File: src/rtl/spi_wrapper_pkg.sv
// spi_wrapper_pkg: shared types and constants for the SPI slave + RAM peripheral.
//   state_e   : slave FSM state encoding
//   CMD_*     : frame command codes carried in rx_data[9:8]
//   FRAME_W   : bits shifted in per frame; DATA_W : RAM word width
package spi_wrapper_pkg;

  localparam int unsigned FRAME_W = 10;
  localparam int unsigned DATA_W  = 8;
  localparam int unsigned CNT_W   = 4;
  localparam int unsigned TXC_W   = 3;

  typedef enum logic [2:0] {
    IDLE      = 3'b000,
    CHK_CMD   = 3'b001,
    WRITE     = 3'b010,
    READ_ADD  = 3'b011,
    READ_DATA = 3'b100
  } state_e;

  localparam logic [1:0] CMD_WR_ADDR = 2'b00;
  localparam logic [1:0] CMD_WR_DATA = 2'b01;
  localparam logic [1:0] CMD_RD_ADDR = 2'b10;
  localparam logic [1:0] CMD_RD_DATA = 2'b11;

endpackage

File: src/rtl/spi_ram.sv
// spi_ram: single-port byte RAM decoding completed SPI frames.
// Ports:
//   clk, rst_n  : system clock, synchronous active-low reset
//   rx_valid    : one-cycle strobe, rx_data holds a complete frame
//   rx_data     : {cmd[1:0], payload[7:0]}
//   dout        : read data, valid while/after tx_valid
//   tx_valid    : one-cycle strobe after a read-data frame
// RAM contents are not reset; address and output registers are.
module spi_ram
  import spi_wrapper_pkg::*;
#(
  parameter int unsigned MEM_DEPTH = 256,
  parameter int unsigned ADDR_SIZE = 8
) (
  input  logic               clk,
  input  logic               rst_n,
  input  logic               rx_valid,
  input  logic [FRAME_W-1:0] rx_data,
  output logic [DATA_W-1:0]  dout,
  output logic               tx_valid
);

  logic [DATA_W-1:0]    mem [MEM_DEPTH];
  logic [ADDR_SIZE-1:0] wr_addr_q, wr_addr_d;
  logic [ADDR_SIZE-1:0] rd_addr_q, rd_addr_d;
  logic [DATA_W-1:0]    dout_q, dout_d;
  logic                 tx_valid_q, tx_valid_d;
  logic                 mem_we_c;
  logic [1:0]           cmd_c;

  // Out-of-range addresses: writes dropped, reads return zero.
  function automatic logic addr_ok(input logic [ADDR_SIZE-1:0] a);
    return 32'(a) < 32'(MEM_DEPTH);
  endfunction

  assign cmd_c = rx_data[FRAME_W-1 -: 2];

  // Frame decode.
  always_comb begin
    wr_addr_d  = wr_addr_q;
    rd_addr_d  = rd_addr_q;
    dout_d     = dout_q;
    tx_valid_d = 1'b0;
    mem_we_c   = 1'b0;
    if (rx_valid) begin
      unique case (cmd_c)
        CMD_WR_ADDR: wr_addr_d = rx_data[ADDR_SIZE-1:0];
        CMD_WR_DATA: mem_we_c  = addr_ok(wr_addr_q);
        CMD_RD_ADDR: rd_addr_d = rx_data[ADDR_SIZE-1:0];
        CMD_RD_DATA: begin
          dout_d     = addr_ok(rd_addr_q) ? mem[rd_addr_q] : '0;
          tx_valid_d = 1'b1;
        end
        default: ;
      endcase
    end
  end

  always_ff @(posedge clk) begin
    if (!rst_n) begin
      wr_addr_q  <= '0;
      rd_addr_q  <= '0;
      dout_q     <= '0;
      tx_valid_q <= 1'b0;
    end else begin
      wr_addr_q  <= wr_addr_d;
      rd_addr_q  <= rd_addr_d;
      dout_q     <= dout_d;
      tx_valid_q <= tx_valid_d;
    end
  end

  // Storage array, deliberately outside reset.
  always_ff @(posedge clk) begin
    if (mem_we_c) mem[wr_addr_q] <= rx_data[DATA_W-1:0];
  end

  assign dout     = dout_q;
  assign tx_valid = tx_valid_q;

endmodule

File: src/rtl/spi_wrapper.sv
// spi_wrapper: SPI slave front-end (system-clock sampled, no SCK) on a byte RAM.
// Ports:
//   clk, rst_n : system clock, synchronous active-low reset
//   SS_n       : slave select, active low, frames one transaction
//   MOSI       : serial frame input, MSB first
//   MISO       : serial read data, MSB first, 0 when not transmitting
// Optional: define SPI_WRAPPER_SVA_EN to compile assertions and transition coverage.
module spi_wrapper
  import spi_wrapper_pkg::*;
#(
  parameter int unsigned MEM_DEPTH = 256,
  parameter int unsigned ADDR_SIZE = 8
) (
  input  logic clk,
  input  logic rst_n,
  input  logic SS_n,
  input  logic MOSI,
  output logic MISO
);

  state_e             state_q, state_d;
  logic [CNT_W-1:0]   bit_cnt_q, bit_cnt_d;
  logic [FRAME_W-1:0] rx_data_q, rx_data_d;
  logic               rx_valid_q, rx_valid_d;
  logic               rd_addr_flag_q, rd_addr_flag_d;
  logic [DATA_W-1:0]  tx_shift_q, tx_shift_d;
  logic [TXC_W-1:0]   tx_cnt_q, tx_cnt_d;
  logic               tx_active_q, tx_active_d;
  logic               miso_q, miso_d;
  logic [DATA_W-1:0]  dout;
  logic               tx_valid;

  spi_ram #(
    .MEM_DEPTH (MEM_DEPTH),
    .ADDR_SIZE (ADDR_SIZE)
  ) u_ram (
    .clk      (clk),
    .rst_n    (rst_n),
    .rx_valid (rx_valid_q),
    .rx_data  (rx_data_q),
    .dout     (dout),
    .tx_valid (tx_valid)
  );

  // Slave FSM: frame capture, read-address flag and MISO serialiser.
  always_comb begin
    state_d        = state_q;
    bit_cnt_d      = bit_cnt_q;
    rx_data_d      = rx_data_q;
    rx_valid_d     = 1'b0;
    rd_addr_flag_d = rd_addr_flag_q;
    tx_shift_d     = tx_shift_q;
    tx_cnt_d       = tx_cnt_q;
    tx_active_d    = tx_active_q;
    miso_d         = 1'b0;
    if (SS_n) begin
      state_d     = IDLE;
      bit_cnt_d   = '0;
      tx_active_d = 1'b0;
      tx_cnt_d    = '0;
    end else begin
      unique case (state_q)
        IDLE: begin
          state_d   = CHK_CMD;
          bit_cnt_d = '0;
        end
        CHK_CMD: begin
          bit_cnt_d = '0;
          if (!MOSI)               state_d = WRITE;
          else if (!rd_addr_flag_q) state_d = READ_ADD;
          else                     state_d = READ_DATA;
        end
        WRITE, READ_ADD, READ_DATA: begin
          // Extra MOSI bits after a full frame are ignored.
          if (bit_cnt_q < CNT_W'(FRAME_W)) begin
            rx_data_d = {rx_data_q[FRAME_W-2:0], MOSI};
            bit_cnt_d = bit_cnt_q + CNT_W'(1);
            if (bit_cnt_q == CNT_W'(FRAME_W - 1)) begin
              rx_valid_d = 1'b1;
              if (state_q == READ_ADD)  rd_addr_flag_d = 1'b1;
              if (state_q == READ_DATA) rd_addr_flag_d = 1'b0;
            end
          end
          if (state_q == READ_DATA) begin
            if (tx_active_q) begin
              if (tx_cnt_q != '0) begin
                miso_d     = tx_shift_q[DATA_W-1];
                tx_shift_d = {tx_shift_q[DATA_W-2:0], 1'b0};
                tx_cnt_d   = tx_cnt_q - TXC_W'(1);
              end else begin
                tx_active_d = 1'b0;
              end
            end else if (tx_valid) begin
              // First bit goes out on the same edge dout is captured.
              miso_d      = dout[DATA_W-1];
              tx_shift_d  = {dout[DATA_W-2:0], 1'b0};
              tx_cnt_d    = TXC_W'(DATA_W - 1);
              tx_active_d = 1'b1;
            end
          end
        end
        default: state_d = IDLE;
      endcase
    end
  end

  always_ff @(posedge clk) begin
    if (!rst_n) begin
      state_q        <= IDLE;
      bit_cnt_q      <= '0;
      rx_data_q      <= '0;
      rx_valid_q     <= 1'b0;
      rd_addr_flag_q <= 1'b0;
      tx_shift_q     <= '0;
      tx_cnt_q       <= '0;
      tx_active_q    <= 1'b0;
      miso_q         <= 1'b0;
    end else begin
      state_q        <= state_d;
      bit_cnt_q      <= bit_cnt_d;
      rx_data_q      <= rx_data_d;
      rx_valid_q     <= rx_valid_d;
      rd_addr_flag_q <= rd_addr_flag_d;
      tx_shift_q     <= tx_shift_d;
      tx_cnt_q       <= tx_cnt_d;
      tx_active_q    <= tx_active_d;
      miso_q         <= miso_d;
    end
  end

  assign MISO = miso_q;

`ifdef SPI_WRAPPER_SVA_EN
  a_rx_valid_pulse: assert property (@(posedge clk) disable iff (!rst_n)
    rx_valid_q |=> !rx_valid_q);
  a_tx_valid_src: assert property (@(posedge clk) disable iff (!rst_n)
    tx_valid |-> $past(rx_valid_q && (rx_data_q[FRAME_W-1 -: 2] == CMD_RD_DATA)));
  a_idle_hold: assert property (@(posedge clk) disable iff (!rst_n)
    (state_q == IDLE && SS_n) |=> (state_q == IDLE));
  a_miso_idle: assert property (@(posedge clk) disable iff (!rst_n)
    (state_q == IDLE) |-> !MISO);

  c_idle_chk:  cover property (@(posedge clk) state_q == IDLE      ##1 state_q == CHK_CMD);
  c_chk_wr:    cover property (@(posedge clk) state_q == CHK_CMD   ##1 state_q == WRITE);
  c_chk_ra:    cover property (@(posedge clk) state_q == CHK_CMD   ##1 state_q == READ_ADD);
  c_chk_rd:    cover property (@(posedge clk) state_q == CHK_CMD   ##1 state_q == READ_DATA);
  c_chk_idle:  cover property (@(posedge clk) state_q == CHK_CMD   ##1 state_q == IDLE);
  c_wr_idle:   cover property (@(posedge clk) state_q == WRITE     ##1 state_q == IDLE);
  c_ra_idle:   cover property (@(posedge clk) state_q == READ_ADD  ##1 state_q == IDLE);
  c_rd_idle:   cover property (@(posedge clk) state_q == READ_DATA ##1 state_q == IDLE);
`else
  // Checks compiled out; behaviour unchanged.
`endif

endmodule

File: config.mk
export PLATFORM = sky130hd
export DESIGN_NAME = spi_wrapper
export DESIGN_NICKNAME = d
export VERILOG_FILES = /design/src/rtl/spi_wrapper_pkg.sv /design/src/rtl/spi_ram.sv /design/src/rtl/spi_wrapper.sv
export SDC_FILE = /design/constraint.sdc
export NUM_CORES = 2
export LEC_CHECK = 0
export ABC_AREA = 1
export BUFFER_PORTS_ARGS = -buffer_cell sky130_fd_sc_hd__buf_2
export CORE_ASPECT_RATIO = 1.25
export CORE_MARGIN = 2
export CORE_UTILIZATION = 35
export DETAILED_ROUTE_END_ITERATION = 8
export HOLD_SLACK_MARGIN = 0.1
export PLACE_DENSITY_LB_ADDON = 0.12
export SETUP_SLACK_MARGIN = 0.3
export SLEW_MARGIN = 20
export SYNTH_ARGS = -nofsm -noshare
export SYNTH_HDL_FRONTEND = slang
export SYNTH_HIERARCHICAL = 1
export SYNTH_SLANG_ARGS = --single-unit
File: constraint.sdc
create_clock -name clk -period 11.9 [get_ports clk]
set_input_delay 2.38 -clock clk [delete_from_list [all_inputs] [get_ports clk]]
set_output_delay 2.38 -clock clk [all_outputs]
set_load 0.03 [all_outputs]
# Word level (Yosys, flattened, before mapping)
# Memory sizes are Yosys's and may differ from the RTL's. A register that Yosys moved wholly into a read port is not among the register bits.
# Cells that the tools add are included.
[classes]
add_sub_neg = 2
n_lt_le_gt_ge = 1
n_eq_ne = 10
mux = 25
n_bitwise = 5
n_reduce_logical = 22
[ops]
columns = ["op", "count"]
rows = [
  ["8-bit 2-to-1 mux", 3],
  ["3-bit 2-to-1 mux", 5],
  ["1-bit 2-to-1 mux", 14],
  ["2-bit AND reduction", 6],
  ["5-bit AND reduction", 2],
  ["3-bit one-hot mux with 3 select lines", 1],
  ["4-bit one-hot mux with 2 select lines", 1],
  ["4-bit OR reduction", 2],
  ["3-bit by 2-bit equality test with 1-bit output, second input constant", 2],
  ["2-bit nonzero test", 3],
  ["1-bit NOT", 5],
  ["4-bit by 1-bit adder with 4-bit output, second input constant", 1],
  ["2-bit equality test, second input constant", 2],
  ["4-bit equality test, second input constant", 1],
  ["4-bit less-than comparator, second input constant", 1],
  ["4-bit 2-to-1 mux", 1],
  ["4-bit AND reduction", 1],
  ["2-bit OR reduction", 2],
  ["3-bit by 1-bit equality test with 1-bit output, second input constant", 1],
  ["3-bit equality test, second input constant", 1],
  ["3-bit logical NOT", 1],
  ["3-bit AND reduction", 1],
  ["3-bit nonzero test", 1],
  ["3-bit OR reduction", 1],
  ["other kinds (6)", 6],
]
[totals]
ff_bits = 49
mem_bits_rw = 2048
in_bits = 4
out_inout_bits = 1
word_cells = 78
memories = 1
[memory_table]
columns = ["name", "depth", "width", "rd", "rd_ports_with_merged_regs", "write_ports", "line", "rtl"]
rows = [
  ["u_ram.mem", 256, 8, 1, 1, 1, "spi_ram.sv:23", "logic [DATA_W-1:0] mem [MEM_DEPTH];"],
]

# Logic depth before layout (Yosys ltp)
[logic_depth]
depth_word = 5
mapped_depth = 17
ltp_nobuf = 13

# Hierarchy
# Netlist, hierarchy kept.
[by_module_without_submodules]
columns = ["mod", "instances", "cells_each", "area_per_inst_um2", "seq_area_each_um2"]
rows = [
  ["spi_ram", 1, 7094, 84091.9, 61999.5],
  ["spi_wrapper", 1, 207, 1591.5, 620.6],
]

# Worst setup path before layout
# OpenSTA, ideal clock, no wires.
[synth_path]
kind = "register to register"
start = "register rx_data_q[7]"
end = "memory u_ram.mem[0][7], data pin"
setup_ns = 0.868
arrival_time_ns = 3.455
required_ns = 11.032
path_slack_ns = 7.577
path_stages_with_launch = 1
path_buffers = 0
period_less_slack_ns = 4.323
cell_sequence = "dfxtp_1"
[synth_lines]
columns = ["item", "line", "rtl"]
rows = [
  ["start: declaration", "spi_wrapper.sv:23", "logic [FRAME_W-1:0] rx_data_q, rx_data_d;"],
  ["start signal: assignment", "spi_wrapper.sv:121", "rx_data_q <= rx_data_d;"],
  ["end: declaration", "spi_ram.sv:23", ""],
]
# No word-level cell before the write port.

==> results.json <==
{
  "status": "finished, final reports clean",
  "drt_iter0_drc": 4535,
  "critPathArrivalTime_ns": 5.80,
  "crit_slowest_cell": "buf_4",
  "min_from": "tx_cnt_q[2]",
  "avgSynthCellArea_sq_um": 11.74,
  "rows": 203,
  "ctsHoldBuffers": 0,
  "die_w_um": 446.5,
  "clock.fmax_mhz": 201.2,
  "synth.distinct_cells": 39,
  "die_h_um": 557.2,
  "hold_path_depth": 2,
  "layout.nets": 7131,
  "synth-seq-cells": 2104,
  "powerDensity_mw_per_mm2": 154.8,
  "hold_path.class": "flop to flop",
  "fp.coreArea_sq_mm": 0.2441,
  "syn_inst": 7301,
  "firstDrtPassIters": 6,
  "cts_buffers": 221,
  "cp.buffers_inverters": 4,
  "die-area_sq_mm": 0.2488,
  "layout_worst_path_cycle_share_pct": 41.77,
  "antenna_found_initial": 6,
  "skew_ns": 0.04922,
  "tns_ns": 0,
  "hold_end": "tx_cnt_q[2]",
  "clk_latency_ns": 0.88,
  "synth_warnings": 6,
  "yosysTopAreaCellShare_pct": 71.77,
  "place_congestion": 0.8131,
  "register_area_sq_mm": 0.06267,
  "reg2reg_slack_ns": 6.93,
  "io_pins": 5,
  "post-cts-setup-buffer-count": 0,
  "wl_per_cell_um": 24.65,
  "cp_cell_sequence": "inv_16 > buf_4 > buf_4 > nand2_1 > nand3_1 > nand3_1 > nand3_1 > nand3_1 > nand3_1 > nand3_1 > nand2_1 > nand2_1 > nand3_1 > nand2_1 > inv_1",
  "r2r_cells": 15,
  "maxSlewHeadroom_pct": 23.90,
  "hold_viol_final": 0,
  "reg2reg_to": "u_ram/dout[7]",
  "r2r_start": "u_ram/rd_addr_q[0]",
  "leakage_nw": 32.95,
  "grt_pass1_vias": 53183,
  "fin_total_pwr_w": 0.01472,
  "max-cap-violations": 0,
  "grt_max_degree": 219,
  "criticalPathCategory": "flop to flop",
  "multi_input_area_sq_mm": 0.02032,
  "synth.largest_area_cell": "edfxtp_1",
  "port_buffers": 4,
  "drc_errors": 0,
  "viasPerCell": 5.194,
  "syn-num-nets": 7309,
  "setup-violations-final": 0,
  "drtAntennaViolNets": 0,
  "dp_hpwl_um": 143100,
  "drive_gt1_share_pct": 6.332,
  "grt_pass1_wl_um": 381000,
  "layout_commonest_cell": "nand2_1",
  "rsz0062_at_grt": "no",
  "critical_path.top_delay_family": "buffers and inverters",
  "nFillCells": 23368,
  "cts_max_level": 4,
  "netlist_area_sq_mm": 0.08568,
  "cts_buffer_depth": 4,
  "wl_um": 260800,
  "critPathMostFrequentCell": "nand3_1",
  "postCtsResizedCells": 0,
  "cts_num_sinks": 2104,
  "layout_common_cells": "nand2_1 (2160), edfxtp_1 (2048), nand3_1 (2041)",
  "initial_core_util_pct": 35.10,
  "cts_root_buf": "clkbuf_16",
  "grt_use_total_pct": 20.65,
  "cp_data_required_time_ns": 12.73,
  "end_kind": "flop",
  "clk_pin_slew_ns": 0.06,
  "synth.top_cells.by_area": "edfxtp_1 (72%), nand3_1 (12%), nand2_1 (9.5%)",
  "via_count": 54948,
  "area_growth_pct": 10.95,
  "cp_max_fo": 218,
  "cts_tree": "yes",
  "grt_overflow": 0,
  "critPathLaunchType": "flop",
  "finalCriticalPeriod_ns": 4.971,
  "slowest_delay_ns": 0.80,
  "yosysSeqAreaShare_pct": 73.08,
  "maxSlewViolCount": 0,
  "tightest_slew_ns": 1.138,
  "peakVddDrop_uv": 121.9
}
==> cells by family (layout without fill, tap and decap cells) <==
family | count (synthesis) | after routing | synth area share (%)
compound gates | 68 | 68 | 0.4834
xor+xnor | 1 | 1 | 0.01022
fa+ha+maj | 4 | 4 | 0.05841
buf+inv | 568 | 563 | 3.253
flops | 2104 | 2104 | 73.08
other cells | 0 | 3 | 0
simple gates | 4556 | 4556 | 23.11
==> area by class of cell <==
cell class,count,share of cell area (%)
well taps,3280,4.317
clock inverters,115,1.081
repair buffers,91,0.8266
inverters,76,0.3475
multi-input cells,4629,21.38
diodes,3,0.007897
flip-flops and latches,2104,65.93
clock buffers,281,6.118
==> layer usage <==
| layer | GRT usage, % | vias up | wire (um) |
|---|---|---|---|
| met5 | 0 | - | 0 |
| met4 | 6.162 | 0 | 7795 |
| met3 | 2.554 | 367 | 12560 |
| met2 | 35.21 | 1389 | 129100 |
| met1 | 27.48 | 27708 | 111300 |
| li1 | - | 25484 | - |
==> cells in the mapped netlist (all sizes together) <==
library cell and instances:
nand2 2180, o211ai 1, clkbuf 121, nor3 4, edfxtp 2048, clkinv 3
nand3b 1, inv 73, nor4 2, a211oi 1, nand3 2053, nor2 313
xor2 1, o21a 8, nand4 1, ha 4, buf 371, or2 2
dfxtp 56, a21oi 33, o21ai 25
==> power breakdown <==
| part | internal (W) | switching [W] | leakage (nW) | total, W |
|---|---|---|---|---|
| clock network | 0.00381 | 0.00289 | 3.36 | 0.00670 |
| logic | 0.00000381 | 0.0000147 | 9.05 | 0.0000185 |
| registers | 0.00800 | 0.00000228 | 20.5 | 0.00800 |
| total | 0.0118 | 0.00291 | 33.0 | 0.0147 |
==> sequential cells by signal, summed over array words and instances (netlist names) <==
signal,flops
u_ram/dout,8
u_ram/tx_valid,1
tx_cnt_q,3
rd_addr_flag_q,1
u_ram/wr_addr_q,8
tx_active_q,1
u_ram/mem,2048
state_q,3
rx_data_q,10
bit_cnt_q,4
rx_valid_q,1
u_ram/rd_addr_q,8
MISO,1
tx_shift_q,7
==> metrics by stage <==
stage               setup slack, ns  cell area, sq um  util, %  hold WS, ns  cells
detailed placement            6.999             88210    36.14       0.4636  10180
global placement              6.885             88210    36.14       0.4618  10180
global route                  6.683             95060    38.94       0.5013  10577
floorplan                     7.577             85680        -       0.4410   7301
finish                        6.929             95060    38.95       0.4736  10579
CTS                           7.000             95050    38.94       0.4778  10576
==> tightest hold or removal path, cell delays in order, from the launching register on <==
cell and delay [ns]:
dfxtp_1 0.31, nand2_1 0.06, a21oi_1 0.06
==> how the worst max path moves through the flow <==
stage,from,to,slack [ns],depth (start not counted)
2_1_floorplan,rx_data_q[7],u_ram/mem[0][7],7.58,0
3_3_place_gp,u_ram/rd_addr_q[0],u_ram/dout[7],6.89,15
6_report,u_ram/rd_addr_q[0],u_ram/dout[7],6.93,15
5_1_grt,u_ram/rd_addr_q[0],u_ram/dout[7],6.68,15
3_5_place_dp,u_ram/rd_addr_q[0],u_ram/dout[7],7.00,15
4_1_cts,u_ram/rd_addr_q[0],u_ram/dout[7],7.00,15
(Power assumes the default switching activity.)
